==> config.mk <==
export PLATFORM = sky130hd
export DESIGN_NAME = ble_auth_rx
export DESIGN_NICKNAME = d
export VERILOG_FILES = /design/src/rtl/segway_pkg.sv /design/src/rtl/uart_rx.sv /design/src/rtl/ble_auth_rx.sv
export SDC_FILE = /design/constraint.sdc
export NUM_CORES = 1
export LEC_CHECK = 0
export CAP_MARGIN = 20
export CORE_MARGIN = 3
export CORE_UTILIZATION = 30
export CTS_CLUSTER_DIAMETER = 100
export CTS_CLUSTER_SIZE = 25
export DETAILED_ROUTE_END_ITERATION = 7
export PLACE_DENSITY = 0.49
export SLEW_MARGIN = 0
export SYNTH_ARGS = -nofsm -noshare
export SYNTH_HDL_FRONTEND = slang
export SYNTH_HIERARCHICAL = 1
export SYNTH_SLANG_ARGS = --single-unit
export TNS_END_PERCENT = 50
==> constraint.sdc <==
create_clock -name clk -period 2.3 [get_ports clk]
set_input_delay 0.345 -clock clk [delete_from_list [all_inputs] [get_ports clk]]
set_output_delay 0.345 -clock clk [all_outputs]
set_load 0.005 [all_outputs]
==> src/rtl/segway_pkg.sv <==
// Shared command codes and state encodings for the BLE receive path of the Segway.
package segway_pkg;

  localparam logic [7:0] CMD_GO   = 8'h67;
  localparam logic [7:0] CMD_STOP = 8'h73;

  typedef enum logic [1:0] {IDLE, START, DATA, STOP} rx_state_t;
  typedef enum logic [1:0] {OFF, PWR1, PWR2} auth_state_t;

endpackage

==> src/rtl/uart_rx.sv <==
// 8N1 UART receiver: 2-flop synchronizer, 12-bit down-counting baud timer, LSB-first shifter.
module uart_rx
  import segway_pkg::*;
#(
  parameter int BAUD_DIV = 2604
) (
  input  logic       clk,
  input  logic       rst_n,
  input  logic       RX,
  output logic [7:0] rx_data,
  output logic       rx_rdy,
  output logic       frm_err
);

  // Loads are one less than the interval because expiry is the cycle the count reads 0.
  localparam logic [11:0] HALF_LOAD = 12'(BAUD_DIV / 2 - 1);
  localparam logic [11:0] FULL_LOAD = 12'(BAUD_DIV - 1);

  logic        rx_meta_q;
  logic        rx_sync_q;
  logic        rx_prev_q;
  rx_state_t   state_q;
  logic [11:0] cnt_q;
  logic [2:0]  bit_cnt_q;
  logic [7:0]  shift_q;
  logic [7:0]  rx_data_q;
  logic        rx_rdy_q;
  logic        frm_err_q;

  logic fall_det;
  logic cnt_expired;

  assign fall_det    = rx_prev_q & ~rx_sync_q;
  assign cnt_expired = (cnt_q == 12'd0);

  always_ff @(posedge clk) begin
    if (!rst_n) begin
      rx_meta_q <= 1'b1;
      rx_sync_q <= 1'b1;
      rx_prev_q <= 1'b1;
      state_q   <= IDLE;
      cnt_q     <= 12'd0;
      bit_cnt_q <= 3'd0;
      shift_q   <= 8'h00;
      rx_data_q <= 8'h00;
      rx_rdy_q  <= 1'b0;
      frm_err_q <= 1'b0;
    end else begin
      rx_meta_q <= RX;
      rx_sync_q <= rx_meta_q;
      rx_prev_q <= rx_sync_q;
      rx_rdy_q  <= 1'b0;
      frm_err_q <= 1'b0;
      if (state_q != IDLE && !cnt_expired) begin
        cnt_q <= cnt_q - 12'd1;
      end
      case (state_q)
        IDLE: begin
          if (fall_det) begin
            state_q <= START;
            cnt_q   <= HALF_LOAD;
          end
        end
        START: begin
          if (cnt_expired) begin
            if (rx_sync_q) begin
              state_q <= IDLE;
            end else begin
              state_q   <= DATA;
              cnt_q     <= FULL_LOAD;
              bit_cnt_q <= 3'd0;
            end
          end
        end
        DATA: begin
          if (cnt_expired) begin
            shift_q   <= {rx_sync_q, shift_q[7:1]};
            cnt_q     <= FULL_LOAD;
            bit_cnt_q <= bit_cnt_q + 3'd1;
            if (bit_cnt_q == 3'd7) begin
              state_q <= STOP;
            end
          end
        end
        STOP: begin
          if (cnt_expired) begin
            if (rx_sync_q) begin
              rx_data_q <= shift_q;
              rx_rdy_q  <= 1'b1;
            end else begin
              frm_err_q <= 1'b1;
            end
            state_q <= IDLE;
          end
        end
        default: state_q <= IDLE;
      endcase
    end
  end

  assign rx_data = rx_data_q;
  assign rx_rdy  = rx_rdy_q;
  assign frm_err = frm_err_q;

endmodule

==> src/rtl/ble_auth_rx.sv <==
// BLE command endpoint: receives UART bytes and turns 'g'/'s' commands into the pwr_up enable.
module ble_auth_rx
  import segway_pkg::*;
#(
  parameter int BAUD_DIV = 2604
) (
  input  logic       clk,
  input  logic       rst_n,
  input  logic       RX,
  input  logic       rider_off,
  output logic [7:0] rx_data,
  output logic       rx_rdy,
  output logic       frm_err,
  output logic       pwr_up
);

  auth_state_t auth_q;
  logic        pwr_up_q;
  logic        go_cmd;
  logic        stop_cmd;

  uart_rx #(
    .BAUD_DIV(BAUD_DIV)
  ) u_uart_rx (
    .clk    (clk),
    .rst_n  (rst_n),
    .RX     (RX),
    .rx_data(rx_data),
    .rx_rdy (rx_rdy),
    .frm_err(frm_err)
  );

  assign go_cmd   = rx_rdy && (rx_data == CMD_GO);
  assign stop_cmd = rx_rdy && (rx_data == CMD_STOP);

  // pwr_up is written alongside the state so it always mirrors PWR1/PWR2 membership.
  always_ff @(posedge clk) begin
    if (!rst_n) begin
      auth_q   <= OFF;
      pwr_up_q <= 1'b0;
    end else begin
      case (auth_q)
        OFF: begin
          if (go_cmd) begin
            auth_q   <= PWR1;
            pwr_up_q <= 1'b1;
          end
        end
        PWR1: begin
          if (stop_cmd) begin
            if (rider_off) begin
              auth_q   <= OFF;
              pwr_up_q <= 1'b0;
            end else begin
              auth_q   <= PWR2;
              pwr_up_q <= 1'b1;
            end
          end
        end
        PWR2: begin
          // A fresh 'g' outranks a simultaneous rider_off.
          if (go_cmd) begin
            auth_q   <= PWR1;
            pwr_up_q <= 1'b1;
          end else if (rider_off) begin
            auth_q   <= OFF;
            pwr_up_q <= 1'b0;
          end
        end
        default: begin
          auth_q   <= OFF;
          pwr_up_q <= 1'b0;
        end
      endcase
    end
  end

  assign pwr_up = pwr_up_q;

endmodule

==> qor.yml <==
sta:
  final.setup.tns_ns: 0
  finalSetupViolations: 0
  worstMarginPinSlew_ns: 0.508
  rsz0062_at_grt: "no"
  finalHoldViolCount: 0
  fin_crit_sh_pct: 90.0
  fin_crit_ns: 2.07
  max-slew-margin-rel_pct: 65.6
  fin_worst_skew_ns: 0.00869
  drv_slew: 0
  setup_slack_ns: 0.230
  max_clock_freq_ghz: 0.483
die:
  die_width_um: 86.1
  die-area_sq_um: 7420
  rows: 28
  start_util_pct: 31.8
  io_pins: 15
  die_y_um: 86.1
  core_area_sq_um: 6060
placement:
  place_area_sq_um: 2160
  portBuffers: 14
  pre_cts_ws_ns: 0.162
  dpl.hpwl_um: 2960
  gp_congestion: 0.824
detailed_routing:
  via_per_inst: 5.16
  drtAntennaViolNets: 0
  vias: 1558
  drtIter0Drc: 110
  route.detailed.drc: 0
  wl_per_cell_um: 14.0
  routed_wl_um: 4220
  drt_pass1_iterations: 5
setup_path:
  crit_path_top_delay_cell: "a2111o_1"
  cp-end-kind: "flop"
  cp.arrival_ns: 2.29
  cp-startpoint: "u_uart_rx/cnt_q[0]$_SDFF_PN0_"
  timing_worst_setup_path_type: "flop to flop"
  cp.required_ns: 2.52
  cp_cell_sequence: "inv_1 -> ha_1 -> nor3b_2 -> a2111o_1 -> or4_1 -> a21oi_1"
  cp_max_fo: 8
  start_kind: "flop"
  r2r_setup_slack_ns: 0.23
  rr_endpoint: "u_uart_rx/cnt_q[7]$_SDFF_PN0_"
  r2r-start: "u_uart_rx/cnt_q[0]$_SDFF_PN0_"
  rr_worst_depth: 6
  cpPeakStageDelay_ns: 0.53
grt:
  antenna_found_initial: 0
  grt.busiest_layer: "met2"
  grt_pass1_wl_um: 7150
  grt_pass1_vias: 1492
  grt_util_met2_pct: 17.9
  grt_usage_pct: 12.0
  globalRouteMet3Util_pct: 2.98
  overflow: 0
  grt_max_degree: 26
  met1_usage_pct: 16.8
clock_network:
  cts_tree: "yes"
  cts.clk_slew.worst_paths_ns: 0.09
  holdBufCountCts: 0
  clkLatencyLatePin_ns: 0.29
  clockRootBuffer: "clkbuf_8"
  numCtsBuffers: 5
  cts_max_level: 2
  cts_buffer_depth: 2
  cts_sinks: 41
layout:
  syn_to_final_growth_pct: 19.5
  final_area_sq_um: 2300
  seq_area_sq_um: 821
  fill_cells: 617
  final_nets: 234
  drive_above_1_share_pct: 11.0
  multiInputGateArea_sq_um: 1030
  insertedDiodeCount: 0
yosys:
  synth.most_common_cell: "dfxtp_1"
  yosysTopAreaCellShare_pct: 42.6
  ys_warn_count: 6
  synth.distinct_cells: 46
  synth.cell_area_sq_um: 1930
  synth_nets: 217
  synthArstFlopShare_pct: 0
  yosysSeqAreaShare_pct: 42.6
  ys_top_cells_by_count: "41 x dfxtp_1, 25 x nor2_1, 16 x mux2i_1, 13 x nand2_1, 9 x a21oi_1"
  synth.area.top_cells: "dfxtp_1 43%, mux2i_1 8.3%, nor2_1 4.9%"
  ys_ff_latch: 41
  synth-main-ff-cell: "dfxtp_1"
  synth_top_area_cell: "dfxtp_1"
  synthCells: 209
  synth_edf_count: 0
  avgSynthCellArea_sq_um: 9.21
min_path:
  whs_path_depth: 1
  min_path_type: "flop to flop"
  hp-start: "u_uart_rx/rx_meta_q$_SDFF_PN1_"
  hold_path_end: "u_uart_rx/rx_sync_q$_SDFF_PN1_"
pwr:
  peakVddDrop_uv: 287
  total_leakage_power_nw: 0.799
  p_per_area_nw_per_um2: 742
run_status:
  status: "finished, final reports clean"
run:
  max_cap_viol_count: 0
state kept, by name, indices dropped and copies added (netlist names), named ones only:
register,flops
u_uart_rx/rx_meta_q,1
u_uart_rx/cnt_q,12
pwr_up,1
u_uart_rx/frm_err,1
auth_q,2
u_uart_rx/rx_rdy,1
u_uart_rx/state_q,1
u_uart_rx/rx_prev_q,1
u_uart_rx/shift_q,8
u_uart_rx/rx_data,8
u_uart_rx/rx_sync_q,1
u_uart_rx/bit_cnt_q,3
per-layer routing:
layer / routed length [um] / share of wire [%]
met3: 166 / 3.9
met2: 1840 / 44
met1: 2150 / 51
met5: 0 / 0
met4: 59 / 1.4
layout by cell type (no fill, tap or decap), drive strengths merged, types with 2 or more instances in the layout:
| cell | count |
|---|---|
| inv | 6 |
| bufinv | 2 |
| buf | 7 |
| o211ai | 2 |
| ha | 4 |
| clkdlybuf4s50 | 14 |
| nor3 | 6 |
| nand3 | 7 |
| dfxtp | 41 |
| a211oi | 2 |
| o21a | 2 |
| or4 | 7 |
| a31oi | 4 |
| a22oi | 4 |
| nand2 | 13 |
| mux2i | 16 |
| o2111ai | 3 |
| nand2b | 5 |
| nor4 | 5 |
| nor2 | 25 |
| o31ai | 4 |
| nor2b | 3 |
| or3 | 5 |
| o21ai | 8 |
| nand4 | 2 |
| clkbuf | 5 |
| a21oi | 9 |
| nor3b | 2 |
how the worst max path moves through the flow:
stage	to	slack, ns
6_report	u_uart_rx/cnt_q[7]$_SDFF_PN0_	0.23
5_1_grt	u_uart_rx/cnt_q[7]$_SDFF_PN0_	0.11
4_1_cts	u_uart_rx/bit_cnt_q[2]$_SDFFE_PN0P_	0.12
3_5_place_dp	u_uart_rx/bit_cnt_q[2]$_SDFFE_PN0P_	0.16
3_3_place_gp	u_uart_rx/bit_cnt_q[1]$_SDFFE_PN0P_	0.15
2_1_floorplan	u_uart_rx/shift_q[0]$_SDFFE_PN0P_	0.24
area by class of cell:
cell class,count,share of cell area [%]
multi-input cells,151,44.9
inverters,6,0.979
well taps,75,4.08
flip-flops and latches,41,35.7
clock buffers,5,2.99
repair buffers,21,8.37
clock inverters,3,2.99
where the power goes:
group | internal (mW) | switching (mW)
registers | 0.731 | 0.0270
clock network | 0.437 | 0.268
logic | 0.0923 | 0.152
total | 1.26 | 0.446
stage by stage:
step | total power, mW | instances | hold slack, ns | util (%)
6_report | 1.71 | 302 | 0.425 | 38.0
5_1_grt | 1.79 | 302 | 0.439 | 38.0
4_1_cts | 1.72 | 302 | 0.429 | 37.9
3_5_place_dp | 1.01 | 294 | 0.404 | 35.6
3_3_place_gp | 1.02 | 294 | 0.413 | 35.6
2_1_floorplan | 0.949 | 209 | 0.386 | -
repair_timing:
item / in CTS / in global routing
setup buffers: 0 / 0
setup endpoints to repair: 0 / 10
gates resized for setup: 0 / 1
kinds of logic after synthesis:
family,count (synthesis),synth area share (%)
simple gates,85,25.3
compound gates,45,16.4
flops,41,42.6
buf+inv,17,4.29
mux,16,8.32
fa+ha+maj,4,2.60
xor+xnor,1,0.455
critical path, delay by kind of cell (launching register included):
family | cells | cell delay, ns
DFF | 1 | 0.38
buffers and inverters | 1 | 0.11
and+or+nand+nor | 2 | 0.62
AOI/OAI and AO/OA | 2 | 0.68
adders and majority gates | 1 | 0.22
Power figures use the tool's default switching activity.
